==> config.mk <==
export PLATFORM = sky130hd
export DESIGN_NAME = bus_owner_arbiter
export DESIGN_NICKNAME = d
export VERILOG_FILES = /design/src/rtl/bus_owner_arbiter.sv
export SDC_FILE = /design/constraint.sdc
export NUM_CORES = 1
export LEC_CHECK = 0
export CAP_MARGIN = 20
export CORE_UTILIZATION = 56
export DETAILED_ROUTE_END_ITERATION = 7
export GPL_TIMING_DRIVEN = 1
export PLACE_DENSITY_LB_ADDON = 0.25
export SETUP_SLACK_MARGIN = 0.02
export SYNTH_ARGS = -nofsm -noshare
export SYNTH_HDL_FRONTEND = slang
export SYNTH_SLANG_ARGS = --single-unit
==> constraint.sdc <==
create_clock -name clk -period 3.29 [get_ports clk]
set_clock_uncertainty 0.2 [all_clocks]
set_input_delay 0.4935 -clock clk [delete_from_list [all_inputs] [get_ports clk]]
set_output_delay 0.4935 -clock clk [all_outputs]
set_load 0.005 [all_outputs]
==> src/rtl/bus_owner_arbiter.sv <==
// Round-robin owner arbiter for a shared tri-state bus, with idle turnaround between owners.
// Optional hold-timeout forced release is enabled by defining BUS_ARB_TIMEOUT_EN.
module bus_owner_arbiter #(
  parameter int N_REQ       = 4,
  parameter int TURN_CYCLES = 1,
  parameter int MAX_HOLD    = 16
) (
  input  logic                     clk,
  input  logic                     rst,
  input  logic [N_REQ-1:0]         req,
  output logic [N_REQ-1:0]         grant,
  output logic [$clog2(N_REQ)-1:0] owner_id,
  output logic                     bus_busy,
  output logic                     timeout_pulse
);

  localparam int IdW = $clog2(N_REQ);

  // ARB sits between the IDLE decision and the grant edge, giving the two-cycle request latency.
  typedef enum logic [1:0] {S_IDLE, S_ARB, S_GRANT, S_TURN} state_t;

  state_t           state_q, state_d;
  logic [N_REQ-1:0] grant_q, grant_d;
  logic [IdW-1:0]   owner_q, owner_d;
  logic [IdW-1:0]   start_q, start_d;
  logic [IdW-1:0]   cand_q, cand_d;
  logic [1:0]       turn_q, turn_d;
  logic             busy_q, busy_d;
  logic             release_req;
  logic             found;
  logic [IdW-1:0]   win;
  logic [IdW:0]     scan_sum;
  logic [IdW-1:0]   scan_idx;
`ifdef BUS_ARB_TIMEOUT_EN
  logic [7:0]       hold_q, hold_d;
  logic             tpulse_q, tpulse_d;
  logic             forced;
`endif

  // Scan from start_q upward with wrap; the first asserted request wins.
  always_comb begin
    found    = 1'b0;
    win      = '0;
    scan_sum = '0;
    scan_idx = '0;
    for (int i = 0; i < N_REQ; i++) begin
      scan_sum = {1'b0, start_q} + (IdW+1)'(i);
      if (scan_sum >= (IdW+1)'(N_REQ)) scan_sum = scan_sum - (IdW+1)'(N_REQ);
      scan_idx = scan_sum[IdW-1:0];
      if (!found && req[scan_idx]) begin
        found = 1'b1;
        win   = scan_idx;
      end
    end
  end

  always_comb begin
    state_d     = state_q;
    grant_d     = grant_q;
    owner_d     = owner_q;
    start_d     = start_q;
    cand_d      = cand_q;
    turn_d      = turn_q;
    release_req = 1'b0;
`ifdef BUS_ARB_TIMEOUT_EN
    hold_d      = hold_q;
    tpulse_d    = 1'b0;
    forced      = 1'b0;
`endif
    case (state_q)
      S_IDLE: begin
        if (|req) begin
          cand_d  = win;
          state_d = S_ARB;
        end
      end
      S_ARB: begin
        grant_d          = '0;
        grant_d[cand_q]  = 1'b1;
        owner_d          = cand_q;
        start_d          = (cand_q == IdW'(N_REQ-1)) ? '0 : cand_q + 1'b1;
        state_d          = S_GRANT;
`ifdef BUS_ARB_TIMEOUT_EN
        hold_d           = 8'd1;
`endif
      end
      S_GRANT: begin
        release_req = !req[owner_q];
`ifdef BUS_ARB_TIMEOUT_EN
        // An owner dropping req on the saturating cycle is a normal release, not a timeout.
        forced   = req[owner_q] && (hold_q == 8'(MAX_HOLD)) && |(req & ~grant_q);
        tpulse_d = forced;
        if (!release_req && !forced && hold_q != 8'(MAX_HOLD)) hold_d = hold_q + 8'd1;
        if (forced) release_req = 1'b1;
`endif
        if (release_req) begin
          grant_d = '0;
          turn_d  = '0;
          state_d = S_TURN;
        end
      end
      default: begin
        if (turn_q == 2'(TURN_CYCLES-1)) state_d = S_IDLE;
        else                             turn_d  = turn_q + 2'd1;
      end
    endcase
    busy_d = |grant_d;
  end

  always_ff @(posedge clk) begin
    if (rst) begin
      state_q  <= S_IDLE;
      grant_q  <= '0;
      owner_q  <= '0;
      start_q  <= '0;
      cand_q   <= '0;
      turn_q   <= '0;
      busy_q   <= 1'b0;
`ifdef BUS_ARB_TIMEOUT_EN
      hold_q   <= '0;
      tpulse_q <= 1'b0;
`endif
    end else begin
      state_q  <= state_d;
      grant_q  <= grant_d;
      owner_q  <= owner_d;
      start_q  <= start_d;
      cand_q   <= cand_d;
      turn_q   <= turn_d;
      busy_q   <= busy_d;
`ifdef BUS_ARB_TIMEOUT_EN
      hold_q   <= hold_d;
      tpulse_q <= tpulse_d;
`endif
    end
  end

  assign grant    = grant_q;
  assign owner_id = owner_q;
  assign bus_busy = busy_q;
`ifdef BUS_ARB_TIMEOUT_EN
  assign timeout_pulse = tpulse_q;
`else
  assign timeout_pulse = 1'b0;
`endif

endmodule

Word-level counts from Yosys, hierarchy flattened
Index checks and enable logic that the tools add are counted.
{"block": "classes", "n_shift": 0, "n_reduce_logical": 16, "bitwise": 1, "add_sub_neg": 9, "n_mux": 33, "n_mul": 0, "n_div": 0, "n_eq_ne": 6, "order_cmp": 11}
{"cell": "2-bit two-way mux", "count": 14}
{"cell": "2-bit by 3-bit less-than comparator with 1-bit output, second input constant", "count": 6}
{"cell": "1-bit binary-select mux with 2-bit select", "count": 5}
{"cell": "3-bit greater-or-equal comparator, second input constant", "count": 3}
{"cell": "1-bit two-way mux", "count": 9}
{"cell": "4-bit one-hot mux with 2 select lines", "count": 1}
{"cell": "4-bit OR reduction", "count": 2}
{"cell": "2-bit by 1-bit subtractor with 2-bit output, second input constant", "count": 4}
{"cell": "2-bit by 2-bit adder with 3-bit output, second input constant", "count": 2}
{"cell": "2-bit one-hot mux with 3 select lines", "count": 1}
{"cell": "3-bit AND reduction", "count": 2}
{"cell": "2-bit by 1-bit adder with 2-bit output, second input constant", "count": 2}
{"cell": "2-bit equality test, second input constant", "count": 2}
{"cell": "1-bit logical AND", "count": 4}
{"cell": "2-bit logical NOT", "count": 2}
{"cell": "4-bit two-way mux", "count": 1}
{"cell": "2-bit inequality test, second input constant", "count": 2}
{"cell": "2-bit one-hot mux with 2 select lines", "count": 1}
{"cell": "4-bit nonzero test", "count": 1}
{"cell": "2-bit by 1-bit adder with 3-bit output, second input constant", "count": 1}
{"cell": "2-bit by 3-bit greater-or-equal comparator with 1-bit output, second input constant", "count": 1}
{"cell": "1-bit logical NOT", "count": 3}
{"cell": "1-bit demux with 2-bit select", "count": 1}
{"cell": "2-bit by 1-bit equality test with 1-bit output, second input constant", "count": 1}
{"cell": "other kinds (5)", "count": 5}
{"block": "word_totals", "ramBits": 0, "n_memories": 0, "input_bits": 6, "latch_bits": 0, "reg_bits": 15, "word_cells": 83, "romBits": 0, "output_inout_bits": 8}

Logic depth before layout (Yosys ltp)
Gate-level depths: netlist of run 1.
{"block": "depth", "depth_word": 14, "ltp_mapped": 7, "mapped_depth_nobuf": 6}

Worst setup path after synthesis of run 1
OpenSTA, ideal clock, no wires.
{"block": "synth_timing", "path_kind": "register -> register", "from": "reg state_q[1]", "to": "reg turn_q[0]", "synth_period_minus_slack_ns": 1.674, "t_arrival_ns": 1.387, "stages_incl_launch_ff": 8, "required_time_ns": 3.003, "path_slack_ns": 1.616, "setup_ns": 0.087, "path_buffers": 1, "path_cell_list": "dfxtp_1 inv_1 ha_1 buf_2 nor4_1 a21oi_1 or3_1 o31ai_1"}
{"block": "synth_via", "elab_chain_cells": 4, "word_cells_on_any_way": 9, "classes_between": "eq/ne: 4; mux: 1; bitwise: 1; reduce/logical: 3"}
{"item": "from (decl)", "line_no": "22", "text": "state_t state_q, state_d;"}
{"item": "from (signal assigned)", "line_no": "124", "text": "state_q <= state_d;"}
{"item": "2-bit by 1-bit equality test with 1-bit output / 2-bit logical NOT (equally long branches)", "line_no": "70", "text": "case (state_q)"}
{"item": "2-bit OR reduction (no source line)"}
{"item": "1-bit inverter (no source line)"}
{"item": "3-bit AND reduction (no source line)"}
{"item": "to (signal assigned)", "line_no": "129", "text": "turn_q <= turn_d;"}
{"item": "to (decl)", "line_no": "27", "text": "logic [1:0] turn_q, turn_d;"}
Parallel ways exist; a longest one is shown, timed or not.
A chain may end at the register's enable or synchronous reset.

Worst setup path in the final report of run 1
{"block": "layout_timing", "from": "reg owner_q[0], in the netlist owner_id[0]", "to": "out owner_id[0]"}
{"item": "from (decl)", "line_no": "24", "text": "logic [IdW-1:0] owner_q, owner_d;"}
{"item": "from (signal assigned)", "line_no": "126", "text": "owner_q <= owner_d;"}
{"item": "to (decl)", "line_no": "12", "text": "output logic [$clog2(N_REQ)-1:0] owner_id,"}
No word-level cell between the ends.

==> impl_metrics.yaml, run 1 <==
status:
  status: "finished clean"
detailed_routing:
  drt-total-wl_um: 1730
  met1_length_um: 848
  post-route-drc-count: 0
  via_per_inst: 6.02
  first_pass_iters: 4
  drt-wirelength-per-cell_um: 13.0
  wl_met3_um: 50
  num_vias: 801
  first_iter_violations: 19
  ant_nets: 0
  wl_met2_um: 823
  routed.top_layer: "met4"
global_routing:
  grtUsageTotal_pct: 20.7
  grt_first_pass_wirelength_um: 2790
  grt_pass1_vias: 667
  grt_overflow: 0
  grt_start_max_net_pins: 18
  antenna_found_initial: 0
power:
  ir_worst_vdd_uv: 511
  p_per_area_nw_per_um2: 682
  p_leak_nw: 0.410
  power.total_uw: 733
timing:
  finalCritPeriodShare_pct: 58.3
  worst_slew_pin_slew_ns: 0.588
  fin_crit_ns: 1.92
  relSlewSlack_pct: 60.7
  finalMaxSlewViolations: 0
  hold_viol: 0
  rsz0062_at_grt: "false"
  max_freq_mhz: 522
  setup_viol: 0
  fin_setup_tns_ns: 0
layout:
  multi_input_area_um2: 561
  final_common_cell: "dfxtp_1"
  fillers: 123
  fin_util_pct: 69.8
  layout.nets: 133
  seq_area_um2: 300
  layout_common_cells: "dfxtp_1, inv_1, clkdlybuf4s50_1, nor2_1, ha_1"
  drive_gt1_share_pct: 6.84
  num_antenna_cells: 0
  area_growth_pct: 14.8
  final_cells: 133
setup_path:
  crit_path_max_fanout: 4
  start_kind: "register"
  crit_family: "buffers and inverters"
  crit_chain: "clkdlybuf4s50_1"
  required_ns: 2.60
  end_kind: "primary output"
  worstPathArrival_ns: 1.22
  cp_num_buf_inv: 1
  critPathSlowestCell: "clkdlybuf4s50_1"
  slowest_delay_ns: 0.53
  crit_type: "register to primary output"
cts:
  path_clk_slew_ns: 0.09
  tritoncts: "built"
  clock_sinks: 15
  cts.htree.levels: 1
  post_cts_buffers: 0
  root_buffer: "clkbuf_4"
  clockBufferDepth: 2
  numCtsBuffers: 3
  cts_hold_buffers: 0
  clock_latency_ns: 0.28
  cts.repair.resized: 0
floorplanning:
  die_h_um: 42.9
  start_util_pct: 60.8
  boundaryPins: 14
  chipWidth_um: 42.9
  num_rows: 14
  die_area_um2: 1840
  core_um2: 1540
yosys:
  ys_warn_count: 0
  seq_area_frac_synth_pct: 32.0
  synth_fp_nets: 121
  ys_ff_latch: 15
  syn_avg_cell_area_um2: 8.84
  syn_inst: 106
  synth_cell_types: 36
  syn_area_um2: 937
hold_path:
  hold_path_class: "register to register"
placed_design:
  port_buffers: 12
  hpwl_um: 1290
  dp_cells: 129
  place_congestion: 0.782
job:
  drv_cap: 0
[routing by layer]
metal	vias up	GRT usage, %
met5	-	0
met4	0	11.3
met3	2	5.11
met2	13	33.6
met1	388	24.6
li1	398	-
[path summary, 6_finish.rpt]
| check | depth (start not counted) | start | slack [ns] | endpoint |
|---|---|---|---|---|
| hold reg to reg | 2 | state_q[0]$_SDFFE_PP0P_ | 0.31 | state_q[0]$_SDFFE_PP0P_ |
| hold / removal | 2 | state_q[0]$_SDFFE_PP0P_ | 0.31 | state_q[0]$_SDFFE_PP0P_ |
| setup reg to reg | 5 | state_q[1]$_SDFFE_PP0P_ | 1.44 | state_q[1]$_SDFFE_PP0P_ |
| setup / recovery | 1 | owner_id[0]$_SDFFE_PP0P_ | 1.37 | owner_id[0] |
[per-stage QoR]
step / setup slack (ns) / instance area [µm²] / hold WS (ns)
6_report: 1.37 / 1080 / 0.315
2_1_floorplan: 1.62 / 937 / 0.272
4_1_cts: 1.36 / 1080 / 0.314
3_5_place_dp: 1.07 / 1050 / 0.300
3_3_place_gp: 1.10 / 1050 / 0.296
5_1_grt: 1.24 / 1080 / 0.332
[worst register-to-register path: stages (launching register included)]
cell and delay, ns:
dfxtp_1 0.36, inv_1 0.09, ha_1 0.40, o41ai_4 0.20
a2111oi_1 0.42, a31o_1 0.15
[logic make-up (layout without fill, tap and decap cells)]
family	after synthesis	in the layout	share of synthesized area, %
AND/OR/NAND/NOR	29	29	16.2
AO/OA/AOI/OAI	28	28	24.8
multiplexers	6	6	6.41
adder cells (fa/ha/maj)	9	9	12.0
buffers and inverters	18	29	8.14
other	1	1	0.400
flip-flops	15	15	32.0
[sequential cells by signal (all words and copies together) (netlist names)]
register / count
bus_busy: 1
cand_q: 2
grant: 4
owner_id: 2
start_q: 2
state_q: 2
turn_q: 2
[cell type report]
class                   instances  share of cell area [%]
clock buffers                   4                    2.44
well taps                      16                    1.86
repair buffers                 12                    11.2
inverters                      13                    4.53
multi-input cells              73                    52.1
flip-flops and latches         15                    27.9
[cell usage after synthesis]
master	number	area, µm²
dfxtp_1	15	300
inv_1	13	48.8
nor2_1	11	41.3
ha_1	9	113
a21oi_1	7	35.0
a221oi_1	6	52.6
mux2i_1	6	60.1
nand2_1	4	15.0
nor2b_1	4	25.0
buf_4	2	15.0
clkbuf_1	2	7.51
nor3_1	2	10.0
o21ai_0	2	10.0
a2111oi_1	1	10.0
a211o_1	1	8.76
a211oi_1	1	7.51
a31o_1	1	8.76
a31oi_1	1	6.26
buf_2	1	5.00
conb_1	1	3.75
nand2b_1	1	6.26
nand2b_2	1	8.76
nor3_2	1	10.0
nor3b_1	1	7.51
nor4_1	1	6.26
o21ai_1	1	5.00
o21ai_2	1	8.76
o21bai_1	1	7.51
o221ai_1	1	8.76
o22ai_4	1	20.0
o31ai_1	1	7.51
o41ai_1	1	8.76
o41ai_4	1	27.5
or2b_1	1	7.51
or3_1	1	6.26
or4_1	1	7.51
[report_power, final]
part,switching [mW],internal [mW]
clock,0.0584,0.0470
combinational,0.209,0.165
sequential,0.0347,0.220
total,0.302,0.431
(Power assumes the default switching activity.)
==> inputs of run 2 (changes only) <==
Settings changed: CORE_UTILIZATION 56 to 52.
Clock period 3.29 ns to 1.9 ns, I/O delays scaled along.
==> run 2 against run 1 <==
  * Non-clock buffer count is 11 higher
  * Worst setup slack got worse by 1.3 ns
  * Total power rose by 91%
  * Via count grew 9.4%
  * Highest routed layer unchanged
  * Global-route usage grew 4.6 points
  * Core utilization rose by 4.2 points
  * Design area increased by 9.7%
  * Combinational power increased by 100%
==> impl_metrics.yaml, run 2 (same netlist as run 1, synthesis figures left out) <==
timing:
  finalMaxSlewViolations: 0
  setup_viol: 0
  fin_ws_ns: 0.106
  fin_crit_ns: 1.79
  fin_setup_tns_ns: 0
  rsz0062_at_grt: "true"
  hold_viol: 0
  max_freq_mhz: 557
  finalCritPeriodShare_pct: 94.4
setup_path:
  critPathSlowestCell: "dfxtp_1"
  start_kind: "register"
  crit_path_max_fanout: 6
  crit_chain: "inv_1, ha_1, inv_1, nor2_2, o41ai_1, a21oi_1"
  end_kind: "register"
  slowest_delay_ns: 0.40
  crit_type: "register to register"
  cpMostUsedCell: "inv_1"
  required_ns: 1.92
  worstPathArrival_ns: 1.81
placed_design:
  place_congestion: 0.781
  hpwl_um: 1570
  place_worst_setup_slack_ns: -0.0786
  dp_cells: 148
  port_buffers: 12
cts:
  tritoncts: "built"
  cts.repair.resized: 0
  cts.htree.levels: 1
  clockBufferDepth: 2
  numCtsBuffers: 3
  clock_latency_ns: 0.29
  cts_hold_buffers: 0
  clock_sinks: 15
  root_buffer: "clkbuf_4"
  post_cts_buffers: 0
  path_clk_slew_ns: 0.09
power:
  power.total_mw: 1.40
  p_leak_nw: 0.462
  p_per_area_nw_per_um2: 1180
  ir_worst_vdd_uv: 802
floorplanning:
  die_area_um2: 1980
  chipWidth_um: 44.5
  core_um2: 1590
  boundaryPins: 14
  die_h_um: 44.5
  start_util_pct: 58.8
  num_rows: 14
layout:
  largest_reg_flops: 4
  final_common_cell: "dfxtp_1"
  area_growth_pct: 25.9
  num_antenna_cells: 0
  layout.nets: 144
  final_cells: 152
  drive_gt1_share_pct: 17.2
  layout_common_cells: "dfxtp_1, inv_1, clkdlybuf4s50_1, buf_4, nor2_1"
global_routing:
  grt_start_max_net_pins: 11
  grt_first_pass_wirelength_um: 3550
  antenna_found_initial: 0
  grt_pass1_vias: 843
  grtUsageTotal_pct: 25.3
  grt_overflow: 0
hold_path:
  hold_path_class: "register to register"
detailed_routing:
  via_per_inst: 5.76
  num_vias: 876
  first_pass_iters: 4
  ant_nets: 0
  drt-total-wl_um: 2240
  drt-wirelength-per-cell_um: 14.7
  post-route-drc-count: 0
  first_iter_violations: 14
job:
  drv_cap: 0
status:
  status: "finished clean"
## run 2: worst max-delay path: cells and delay by family, from the launching register on
kind                     cells  cell delay (ns)
flip-flops                   1             0.40
adder cells (fa/ha/maj)      1             0.39
AO/OA/AOI/OAI                2             0.31
AND/OR/NAND/NOR              1             0.22
buffers and inverters        2             0.20
## run 2: report_power, final
part | internal, mW | switching (mW)
Clock | 0.0818 | 0.106
Sequential | 0.380 | 0.0681
Combinational | 0.344 | 0.416
## run 2: final timing paths
| check | startpoint | to | slack, ns | cells after the start |
|---|---|---|---|---|
| worst max-delay path | state_q[1]$_SDFFE_PP0P_ | bus_busy$_SDFF_PP0_ | 0.11 | 6 |
| worst min-delay path | state_q[0]$_SDFFE_PP0P_ | state_q[0]$_SDFFE_PP0P_ | 0.33 | 2 |
| worst max register to register | state_q[1]$_SDFFE_PP0P_ | bus_busy$_SDFF_PP0_ | 0.11 | 6 |
| worst min register to register | state_q[0]$_SDFFE_PP0P_ | state_q[0]$_SDFFE_PP0P_ | 0.33 | 2 |
## run 2: metal layers
layer / GRT usage (%) / wire length (µm) / vias up
li1: - / - / 421
met1: 27.8 / 977 / 418
met5: 0 / 0 / -
met3: 5.31 / 107 / 9
met2: 43.8 / 1080 / 28
met4: 15.8 / 69 / 0
## run 2: final cells by class
class | instances | area [µm²]
inverter | 13 | 48.8
fill | 133 | 414
multi-input combinational | 73 | 572
clock buffer | 4 | 26.3
timing repair buffer | 23 | 203
tap | 24 | 30.0
sequential | 15 | 300
## run 2: stage by stage
| step | area (µm²) | utilization [%] | hold slack (ns) |
|---|---|---|---|
| 3_5_place_dp | 1140 | 71.7 | 0.309 |
| 4_1_cts | 1170 | 73.3 | 0.330 |
| 2_1_floorplan | 937 | - | 0.272 |
| 5_1_grt | 1180 | 74.0 | 0.350 |
| 6_report | 1180 | 74.0 | 0.326 |
| 3_3_place_gp | 1140 | 71.7 | 0.299 |
==> inputs of run 3 (changes only) <==
Settings changed: CORE_UTILIZATION 52 to 35, MAX_ROUTING_LAYER set to met4.
Clock period 1.9 ns to 2 ns, I/O delays scaled along.
==> run 3 against run 2 <==
  * Routed wire length shrank 14%
  * Die area grew 46%
  * Combinational power shrank 14%
  * Largest cell class unchanged
==> impl_metrics.yaml, run 3 (same netlist as run 1, synthesis figures left out) <==
floorplanning:
  die_area_um2: 2890
  core_um2: 2500
  start_util_pct: 37.5
  chipWidth_um: 53.7
  num_rows: 18
  die_h_um: 53.7
  boundaryPins: 14
cts:
  post_cts_buffers: 0
  clock_sinks: 15
  cts.htree.levels: 1
  numCtsBuffers: 3
  clock_latency_ns: 0.29
  tritoncts: "built"
  root_buffer: "clkbuf_4"
  cts.repair.resized: 0
  clockBufferDepth: 2
  cts_hold_buffers: 0
  path_clk_slew_ns: 0.10
setup_path:
  cpMostUsedCell: "inv_1"
  r2r_cells: 6
  cp.depth: 6
  rrSetupSlack_ns: 0.19
  slowest_delay_ns: 0.36
  crit_chain: "inv_1, ha_1, inv_1, nor2_1, o41ai_1, a21oi_1"
  critPathSlowestCell: "ha_1"
  crit_path_max_fanout: 7
  r2r-start: "state_q[1]$_SDFFE_PP0P_"
  required_ns: 2.03
  regToRegEndpoint: "bus_busy$_SDFF_PP0_"
  worstPathArrival_ns: 1.84
  crit_family: "adder cells"
  cp_num_buf_inv: 2
  crit_type: "register to register"
  end_kind: "register"
  start_kind: "register"
detailed_routing:
  ant_nets: 0
  drt-wirelength-per-cell_um: 12.6
  drt-total-wl_um: 1930
  first_pass_iters: 2
  post-route-drc-count: 0
  first_iter_violations: 12
  via_per_inst: 5.20
  num_vias: 795
global_routing:
  grt_start_max_net_pins: 12
  grt_pass1_vias: 823
  grt_first_pass_wirelength_um: 3440
  grtUsageTotal_pct: 17.3
  grt_overflow: 0
  antenna_found_initial: 0
timing:
  timing.hold.ws_ns: 0.314
  fin_crit_ns: 1.81
  max_freq_mhz: 552
  fin_setup_tns_ns: 0
  hold_viol: 0
  rsz0062_at_grt: "false"
  finalCritPeriodShare_pct: 90.6
  setup_viol: 0
  finalMaxSlewViolations: 0
layout:
  final_common_cell: "dfxtp_1"
  layout_common_cells: "dfxtp_1, inv_1, clkdlybuf4s50_1, nor2_1, ha_1"
  fin_util_pct: 45.6
  fillers: 252
  fin_area_um2: 1140
  largest_reg_flops: 4
  drive_gt1_share_pct: 12.2
  layout.nets: 139
  num_antenna_cells: 0
  area_growth_pct: 21.6
power:
  p_per_area_nw_per_um2: 1100
  ir_worst_vdd_uv: 429
  p_leak_nw: 0.442
  power.total_mw: 1.26
placed_design:
  port_buffers: 12
  place_congestion: 0.770
  dpl-instance-area_um2: 1110
  hpwl_um: 1470
status:
  status: "finished clean"
hold_path:
  whs_endpoint: "state_q[0]$_SDFFE_PP0P_"
  hold_path_class: "register to register"
  hold_path_startpoint: "state_q[0]$_SDFFE_PP0P_"
  min_delay_path_depth: 2
job:
  drv_cap: 0
-- run 3: cell count changes in the layout (fill, tap and decap cells not counted), sizes merged --
cell	change
buf	-5
clkinv	+1
clkbuf	-1
-- run 3: worst max path at each step --
stage | startpoint | end | slack, ns
2_1_floorplan | state_q[1]$_SDFFE_PP0P_ | turn_q[0]$_SDFFE_PP0P_ | 0.33
3_3_place_gp | req[3] | state_q[1]$_SDFFE_PP0P_ | 0.06
3_5_place_dp | req[3] | state_q[1]$_SDFFE_PP0P_ | 0.04
4_1_cts | state_q[1]$_SDFFE_PP0P_ | bus_busy$_SDFF_PP0_ | 0.16
5_1_grt | state_q[1]$_SDFFE_PP0P_ | bus_busy$_SDFF_PP0_ | 0.03
6_report | state_q[1]$_SDFFE_PP0P_ | bus_busy$_SDFF_PP0_ | 0.19
-- run 3: tightest hold or removal path: cells and delay by family (launching register included) --
| family | cells | cell delay [ns] |
|---|---|---|
| AND/OR/NAND/NOR | 1 | 0.06 |
| multiplexers | 1 | 0.06 |
| flip-flops | 1 | 0.35 |
-- run 3: through the flow --
step	setup WS, ns	std cells
3_3_place_gp	0.0637	149
2_1_floorplan	0.326	106
4_1_cts	0.165	153
5_1_grt	0.0283	153
6_report	0.187	153
3_5_place_dp	0.0436	149
-- run 3: per-layer routing --
layer	GRT usage (%)	wire (µm)	up-vias
met5	-	0	-
met3	3.67	73	7
li1	-	-	408
met4	13.6	59	0
met2	27.0	879	16
met1	19.0	915	364
-- run 3: power breakdown --
| group | switching, mW | leakage (nW) | internal [mW] |
|---|---|---|---|
| combinational | 0.352 | 0.302 | 0.305 |
| clock | 0.104 | 0.0177 | 0.0745 |
| sequential | 0.0602 | 0.122 | 0.361 |
-- run 3: area by class of cell --
class	count	area [µm²]	area share, %
Sequential cell	15	300	26.3
Clock inverter	1	5.00	0.439
Multi-Input combinational cell	73	561	49.2
Inverter	13	48.8	4.28
Timing Repair Buffer	18	165	14.5
Tap cell	30	37.5	3.29
Clock buffer	3	22.5	1.98
